===== config.mk =====
export PLATFORM = sky130hd
export DESIGN_NAME = icap_warmboot_seq
export DESIGN_NICKNAME = d
export VERILOG_FILES = /design/src/rtl/icap_pkg.sv /design/src/rtl/press_qualifier.sv /design/src/rtl/icap_warmboot_seq.sv
export SDC_FILE = /design/constraint.sdc
export NUM_CORES = 1
export LEC_CHECK = 0
export ABC_AREA = 1
export CAP_MARGIN = 20
export CORE_ASPECT_RATIO = 1.4
export CORE_MARGIN = 2
export CORE_UTILIZATION = 44
export CTS_CLUSTER_SIZE = 28
export DETAILED_ROUTE_END_ITERATION = 6
export PLACE_DENSITY = 0.83
export SETUP_SLACK_MARGIN = 0.2
export SLEW_MARGIN = 10
export SYNTH_ARGS = -nofsm -noshare
export SYNTH_HDL_FRONTEND = slang
export SYNTH_HIERARCHICAL = 1
export SYNTH_SLANG_ARGS = --single-unit

===== constraint.sdc =====
create_clock -name Clk -period 1.75 [get_ports Clk]
set_input_delay 0.525 -clock Clk [delete_from_list [all_inputs] [get_ports Clk]]
set_output_delay 0.525 -clock Clk [all_outputs]
set_load 0.02 [all_outputs]

===== src/rtl/icap_pkg.sv =====
// Shared ICAP command words, warm-boot FSM state type and the per-byte bit reversal
// that ICAP expects on its 32-bit data port.
package icap_pkg;

    localparam logic [31:0] DUMMY     = 32'hFFFF_FFFF;
    localparam logic [31:0] SYNC      = 32'h5599_AA66;
    localparam logic [31:0] NOOP      = 32'h0400_0000;
    localparam logic [31:0] WR_WBSTAR = 32'h0C40_0080;
    localparam logic [31:0] WR_CMD    = 32'h0C00_0180;
    localparam logic [31:0] IPROG     = 32'h0000_00F0;

    typedef enum logic [1:0] {
        IDLE = 2'd0,
        HOLD = 2'd1,
        SEND = 2'd2,
        DONE = 2'd3
    } state_t;

    // Each byte has its bit order reversed; byte lanes keep their positions.
    function automatic logic [31:0] bitswap(input logic [31:0] x);
        logic [31:0] r;
        r = '0;
        for (int b = 0; b < 4; b++) begin
            for (int i = 0; i < 8; i++) begin
                r[b*8 + i] = x[b*8 + 7 - i];
            end
        end
        return r;
    endfunction

    function automatic logic [31:0] icap_word(input logic [2:0] idx, input logic [31:0] addr);
        logic [31:0] w;
        case (idx)
            3'd0:    w = DUMMY;
            3'd1:    w = SYNC;
            3'd2:    w = NOOP;
            3'd3:    w = WR_WBSTAR;
            3'd4:    w = bitswap(addr);
            3'd5:    w = WR_CMD;
            3'd6:    w = IPROG;
            default: w = NOOP;
        endcase
        return w;
    endfunction

endpackage


===== src/rtl/press_qualifier.sv =====
// Counts consecutive high cycles of the request and flags the edge on which the
// HOLD_CYCLES-th consecutive high sample arrives.
module press_qualifier #(
    parameter int HOLD_CYCLES = 1
) (
    input  logic Clk,
    input  logic Reset,
    input  logic i_enable,
    input  logic i_req,
    output logic o_qualified
);

    localparam int CW = $clog2(HOLD_CYCLES + 1);
    localparam logic [CW-1:0] LAST = CW'(HOLD_CYCLES - 1);

    logic [CW-1:0] r_count;

    // r_count holds the number of high samples already seen before this edge.
    assign o_qualified = i_enable & i_req & (r_count == LAST);

    always_ff @(posedge Clk) begin
        if (Reset) begin
            r_count <= '0;
        end else if (i_enable && i_req && !o_qualified) begin
            r_count <= r_count + 1'b1;
        end else begin
            r_count <= '0;
        end
    end

endmodule


===== src/rtl/icap_warmboot_seq.sv =====
// Warm-boot sequencer: qualifies a held boot request, then writes WBSTAR + IPROG through ICAP.
// Define ICAPE2_PRIM_EN to also instantiate the ICAPE2 primitive on the same signals.
module icap_warmboot_seq
    import icap_pkg::*;
#(
    parameter int          HOLD_CYCLES  = 1,
    parameter int          NUM_IMAGES   = 2,
    parameter logic [31:0] IMAGE_STRIDE = 32'h0040_0000,
    localparam int         SELW         = (NUM_IMAGES > 1) ? $clog2(NUM_IMAGES) : 1
) (
    input  logic            Clk,
    input  logic            Reset,
    input  logic            boot_req,
    input  logic [SELW-1:0] image_sel,
    output logic            icap_csib,
    output logic            icap_rdwrb,
    output logic [31:0]     icap_din,
    output logic            busy,
    output logic            done
);

    state_t          r_state;
    logic            r_csib;
    logic            r_rdwrb;
    logic [31:0]     r_din;
    logic            r_busy;
    logic            r_done;
    logic [SELW-1:0] r_sel;
    logic [2:0]      r_idx;

    logic            w_enable;
    logic            w_qual;
    logic [31:0]     w_sel_eff;
    logic [31:0]     w_addr;

    assign w_enable  = (r_state == IDLE) || (r_state == HOLD);
    assign w_sel_eff = (int'(r_sel) < NUM_IMAGES) ? 32'(r_sel) : 32'd0;
    assign w_addr    = w_sel_eff * IMAGE_STRIDE;

    press_qualifier #(.HOLD_CYCLES(HOLD_CYCLES)) u_press_qualifier (
        .Clk         (Clk),
        .Reset       (Reset),
        .i_enable    (w_enable),
        .i_req       (boot_req),
        .o_qualified (w_qual)
    );

    always_ff @(posedge Clk) begin
        if (Reset) begin
            r_state <= IDLE;
            r_csib  <= 1'b1;
            r_rdwrb <= 1'b1;
            r_din   <= '0;
            r_busy  <= 1'b0;
            r_done  <= 1'b0;
            r_sel   <= '0;
            r_idx   <= '0;
        end else begin
            case (r_state)
                IDLE, HOLD: begin
                    // W0 is registered on the qualifying edge so it appears the very next cycle.
                    if (w_qual) begin
                        r_state <= SEND;
                        r_sel   <= image_sel;
                        r_idx   <= 3'd0;
                        r_din   <= icap_word(3'd0, 32'd0);
                        r_csib  <= 1'b0;
                        r_rdwrb <= 1'b0;
                        r_busy  <= 1'b1;
                    end else if (boot_req) begin
                        r_state <= HOLD;
                        r_busy  <= 1'b1;
                    end else begin
                        r_state <= IDLE;
                        r_busy  <= 1'b0;
                    end
                end
                SEND: begin
                    if (r_idx == 3'd7) begin
                        r_state <= DONE;
                        r_csib  <= 1'b1;
                        r_rdwrb <= 1'b1;
                        r_din   <= '0;
                        r_busy  <= 1'b0;
                        r_done  <= 1'b1;
                    end else begin
                        r_idx <= r_idx + 3'd1;
                        r_din <= icap_word(r_idx + 3'd1, w_addr);
                    end
                end
                DONE: begin
                    r_state <= DONE;
                end
                default: begin
                    r_state <= IDLE;
                end
            endcase
        end
    end

    assign icap_csib  = r_csib;
    assign icap_rdwrb = r_rdwrb;
    assign icap_din   = r_din;
    assign busy       = r_busy;
    assign done       = r_done;

`ifdef ICAPE2_PRIM_EN
    ICAPE2 #(
        .ICAP_WIDTH ("X32")
    ) u_icape2 (
        .CLK   (Clk),
        .CSIB  (r_csib),
        .RDWRB (r_rdwrb),
        .I     (r_din),
        .O     ()
    );
`else
`endif

endmodule


After elaboration in Yosys (flattened, before gate mapping) --
Cells that the tools add are included.
Cells by class: eq/ne operators 12, multiplexer cells 18, reduce and logical (&&, ||, !) cells 15, add/sub/neg operators 2, bitwise gates (word level) 4
Operators by type and width (number):
- 32-bit case mux with 6 select lines | 1
- 32-bit two-way mux | 2
- 32-bit case mux with 2 select lines | 1
- 3-bit == test, second input constant | 4
- 2-bit AND reduction | 4
- 1-bit two-way mux | 6
- 3-bit two-way mux | 2
- 2-bit case mux with 3 select lines | 1
- 3-bit case mux with 2 select lines | 1
- 3-bit AND reduction | 2
- 2-bit == test, second input constant | 2
- 2-bit two-way mux | 2
- 2-bit inequality test, second input constant | 2
- 1-bit case mux with 2 select lines | 2
- 2-bit OR reduction | 2
- 3-bit by 1-bit adder with 3-bit output, second input constant | 1
- 3-bit by 1-bit == test with 1-bit output, second input constant | 1
- 3-bit by 2-bit == test with 1-bit output, second input constant | 1
- 3-bit logical NOT | 1
- 1-bit bitwise AND | 2
- 2-bit by 1-bit == test with 1-bit output, second input constant | 1
- 1-bit logical AND | 2
- 2-bit logical NOT | 1
- 2-bit by 1-bit inequality test with 1-bit output, second input constant | 1
- 5 further kinds | 6
Storage, ports and cells: input bits 4, register bits after elaboration 42

Logic depth before layout (Yosys ltp) --
word-level depth 8, gate-level depth with buffers 10, depth with buffers taken out 10

By module --
Netlist, hierarchy kept.
By module, submodules not included:
- icap_warmboot_seq | instances 1, cells each 138, area each 1077.3 sq um, sequential area each 380.4 sq um
- press_qualifier | instances 1, cells each 4, area each 33.8 sq um, sequential area each 20.0 sq um

Worst setup path before layout --
No wires, ideal clock.
path kind reg2reg, start register r_idx[0], end register r_din[7], in the netlist icap_din[7], buffers on the path 0, clock period less this slack 1.480 ns, slack 0.270 ns, arrival 1.346 ns, cell stages (with the launch flop) 8, path through dfxtp_1 -> ha_1 -> ha_1 -> inv_1 -> nand2_1 -> nand2_1 -> o21ai_0 -> a21oi_1
Between the ends: word-level cells in the longest chain between the ends 5, elaborated cells between the ends (all ways) 11, those cells by class add/sub (1); eq/ne (6); mux (3); reduce/logical (1)
Ends and longest elaborated chain:
- start, declared | line icap_warmboot_seq.sv:29 | logic [2:0] r_idx;
- start signal, assigned | line icap_warmboot_seq.sv:87 | r_idx <= r_idx + 3'd1;
- 3-bit by 1-bit adder with 3-bit output | line icap_warmboot_seq.sv:88 | r_din <= icap_word(r_idx + 3'd1, w_addr);
- 3-bit == test, or another cell as far along | line icap_pkg.sv:33 | case (idx)
- 32-bit case mux with 6 select lines | line icap_pkg.sv:33
- 32-bit two-way mux (*) | line icap_warmboot_seq.sv:79 | if (r_idx == 3'd7) begin
- 32-bit case mux with 2 select lines (*) | line icap_warmboot_seq.sv:59 | case (r_state)
- end signal, assigned | line icap_warmboot_seq.sv:66 | r_din <= icap_word(3'd0, 32'd0);
- end signal, assigned | line icap_warmboot_seq.sv:88
- end, declared | line icap_warmboot_seq.sv:25 | logic [31:0] r_din;
Every way passes the cells marked *; elsewhere a longest branch is shown, timed or not. A chain may end at the register's enable or synchronous reset.

Final worst setup path --
start register r_din[26], in the netlist icap_din[26], end output icap_din[26]
RTL lines:
- end, declared | line icap_warmboot_seq.sv:17 | output logic [31:0] icap_din,
No word-level cell between the ends.

==> results.sh <==
export IMPL_rsz0062_at_grt="yes"
export IMPL_worst_path_max_delay_cell="dfxtp_1"
export IMPL_place_area_um2=1398
export IMPL_wirelength_um=2403
export IMPL_p_switching_w=0.0003979
export IMPL_drc_errors=0
export IMPL_cap_violations=0
export IMPL_detail_route_iter0_violations=24
export IMPL_period_minus_slack_ns=1.519
export IMPL_io_buffers=39
export IMPL_hold_path_class="reg -> reg"
export IMPL_syn_nets=152
export IMPL_critPathMaxFanout=2
export IMPL_cts_sinks=20
export IMPL_max_freq_mhz=658.4
export IMPL_place_congestion=0.8583
export IMPL_comb_power_share_pct=28.3
export IMPL_p_per_area_nw_per_um2=879.7
export IMPL_worst_path_buf_inv=1
export IMPL_path_class="reg -> out"
export IMPL_dieHeight_um=63.46
export IMPL_path_clk_slew_ns=0.11
export IMPL_ir_worst_vdd_uv=695.4
export IMPL_tritoncts="yes"
export IMPL_nNetsFinal=178
export IMPL_hold_slack_ns=0.4737
export IMPL_crit_path_end_kind="output port"
export IMPL_hpwl_um=1801
export IMPL_synth_area_um2=1111
export IMPL_clock_path_buffers=2
export IMPL_synth_cell_types=20
export IMPL_htree_num_levels=1
export IMPL_numCtsBuffers=3
export IMPL_drive_gt1_share_pct=37.72
export IMPL_cp_top_family="flip-flops"
export IMPL_post_route_period_util_pct=86.78
export IMPL_cts_hold_buf=0
export IMPL_antenna_cells=0
export IMPL_hold_viol=0
export IMPL_ys_seq_area_share_pct=36.04
export IMPL_status="completed"
export IMPL_ys_seq_elements=20
export IMPL_start_util_pct=46.47
export IMPL_synth_cells=142
export IMPL_worstPathCellList="dlygate4sd2_1"
export IMPL_ios=40
export IMPL_root_buffer="clkbuf_4"
export IMPL_startpoint_type="flop"
export IMPL_internal_power_w=0.0008524
export IMPL_grt_pass1_vias=873
export IMPL_clock_power_share_pct=30.2
export IMPL_drt_pass1_iter_count=4
export IMPL_die_area_um2=2949
export IMPL_clk_latency_ns=0.31
export IMPL_area_delta_synth_final_pct=27.93
export IMPL_grt_max_degree=13
export IMPL_antenna_found_initial=0
export IMPL_syn_avg_cell_area_um2=7.824
export IMPL_design_area_um2=1421
export IMPL_arrival_ns=0.99
export IMPL_ant_nets=0
export IMPL_switching_share_pct=31.82
export IMPL_grt_usage_pct=16.86
export IMPL_gr_total_overflow=0
export IMPL_yosysWarnings=6
export IMPL_route_detailed_wl_per_inst_um=11.96
export IMPL_route_vias_total=974
export IMPL_setup_violations=0
export IMPL_power_frac_seq_pct=41.5
export IMPL_slew_viol_final=0
export IMPL_tns_ns=0
export IMPL_grt_pass1_wl_um=3677
export IMPL_fin_skew_ns=0.002933
export IMPL_leakagePower_nw=0.6983
export IMPL_viasPerCell=4.846
export IMPL_fp_dieW_um=46.47
export IMPL_worst_path_largest_cell_delay_ns=0.35
export IMPL_rows=21
export IMPL_core_area_um2=2391
export IMPL_cp_data_required_time_ns=1.22
## layer usage
layer  vias up  routed length (um)  track usage (%)
met5         -                   0                0
li1        481                   -                -
met2        34                1331            29.86
met3         5                 129            1.719
met4         0                  47            7.500
met1       454                 894            18.96
## per-stage QoR
| step | utilization [%] | setup WS [ns] | total power (W) | instances |
|---|---|---|---|---|
| after global routing | 59.45 | 0.1925 | 0.001303 | 201 |
| after floorplan | - | 0.2704 | 0.0008090 | 142 |
| after global placement | 58.45 | -0.02038 | 0.0009231 | 195 |
| after CTS | 58.77 | 0.1197 | 0.001251 | 199 |
| final | 59.45 | 0.2313 | 0.001250 | 201 |
| after detailed placement | 58.45 | -0.1237 | 0.0009317 | 195 |
## cells by family after synthesis
kind of cell	count (synthesis)	synth area share [%]
adder cells (fa/ha/maj)	6	6.757
flip-flops	20	36.04
other	1	0.3375
AND/OR/NAND/NOR	47	21.17
buffers and inverters	38	20.61
AO/OA/AOI/OAI	30	15.09
## power groups by stage
stage                     logic (W)  clock network [W]  registers (W)
after floorplan            0.000248                  0       0.000561
after global placement     0.000398                  0       0.000525
after detailed placement   0.000404                  0       0.000528
after CTS                  0.000354           0.000380       0.000518
after global routing       0.000380           0.000400       0.000524
final                      0.000353           0.000378       0.000519
## synth_stat cells, drive strengths merged
| cell | instances | area share (%) |
|---|---|---|
| nand3 | 5 | 2.3 |
| nand2 | 28 | 13 |
| clkbuf | 1 | 0.34 |
| a21oi | 14 | 7.0 |
| o22ai | 1 | 0.56 |
| nor2 | 14 | 6.1 |
| buf | 23 | 16 |
| dfxtp | 20 | 36 |
| ha | 6 | 6.8 |
| o211ai | 2 | 1.4 |
| o21ai | 13 | 6.2 |
| inv | 14 | 4.7 |
| conb | 1 | 0.34 |
## registers in the layout, summed over array words and instances (netlist names)
| signal | flops |
|---|---|
| r_idx | 3 |
| icap_din | 10 |
| r_sel | 1 |
| busy | 1 |
| r_state | 2 |
| done | 1 |
| icap_rdwrb | 1 |
| u_press_qualifier/r_count | 1 |
## cell type report
cell class | count | area (um2)
Timing Repair Buffer | 45 | 341.6
Sequential cell | 20 | 409.1
Clock inverter | 1 | 30.03
Tap cell | 34 | 42.54
Multi-Input combinational cell | 84 | 523.0
Fill cell | 210 | 969.7
Clock buffer | 3 | 22.52
Inverter | 14 | 52.55
## placed cells by master, fill, tap and decap left out, types with 3 or more instances in the layout
cell and count:
nand2_1 18, clkdlybuf4s15_2 7, a21oi_1 12, inv_2 3
dlygate4sd2_1 4, nor2_1 10, nand2_2 6, dfxtp_1 17
clkbuf_2 5, inv_1 11, clkdlybuf4s15_1 5, nand3_1 5
nand2_4 4, ha_1 4, clkbuf_4 3, buf_2 15
o21ai_0 11, buf_4 6
## worst paths after layout
path	from	endpoint	slack [ns]	cells after the start
max reg2reg	r_idx[0]$_SDFFE_PP0P_	icap_din[6]$_SDFFE_PP0P_	0.26	7
min reg2reg	done$_SDFFE_PP0P_	done$_SDFFE_PP0P_	0.47	2
max	icap_din[26]$_SDFFE_PP0P_	icap_din[26]	0.23	1
min	done$_SDFFE_PP0P_	done$_SDFFE_PP0P_	0.47	2
## timing repair
item | in CTS | in global routing
resized for setup | 100 | 26
setup buffers | 0 | 2
pin swaps | 0 | 4
setup endpoints to repair | 43 | 25
gates cloned | 0 | 0
(Power assumes the default switching activity.)
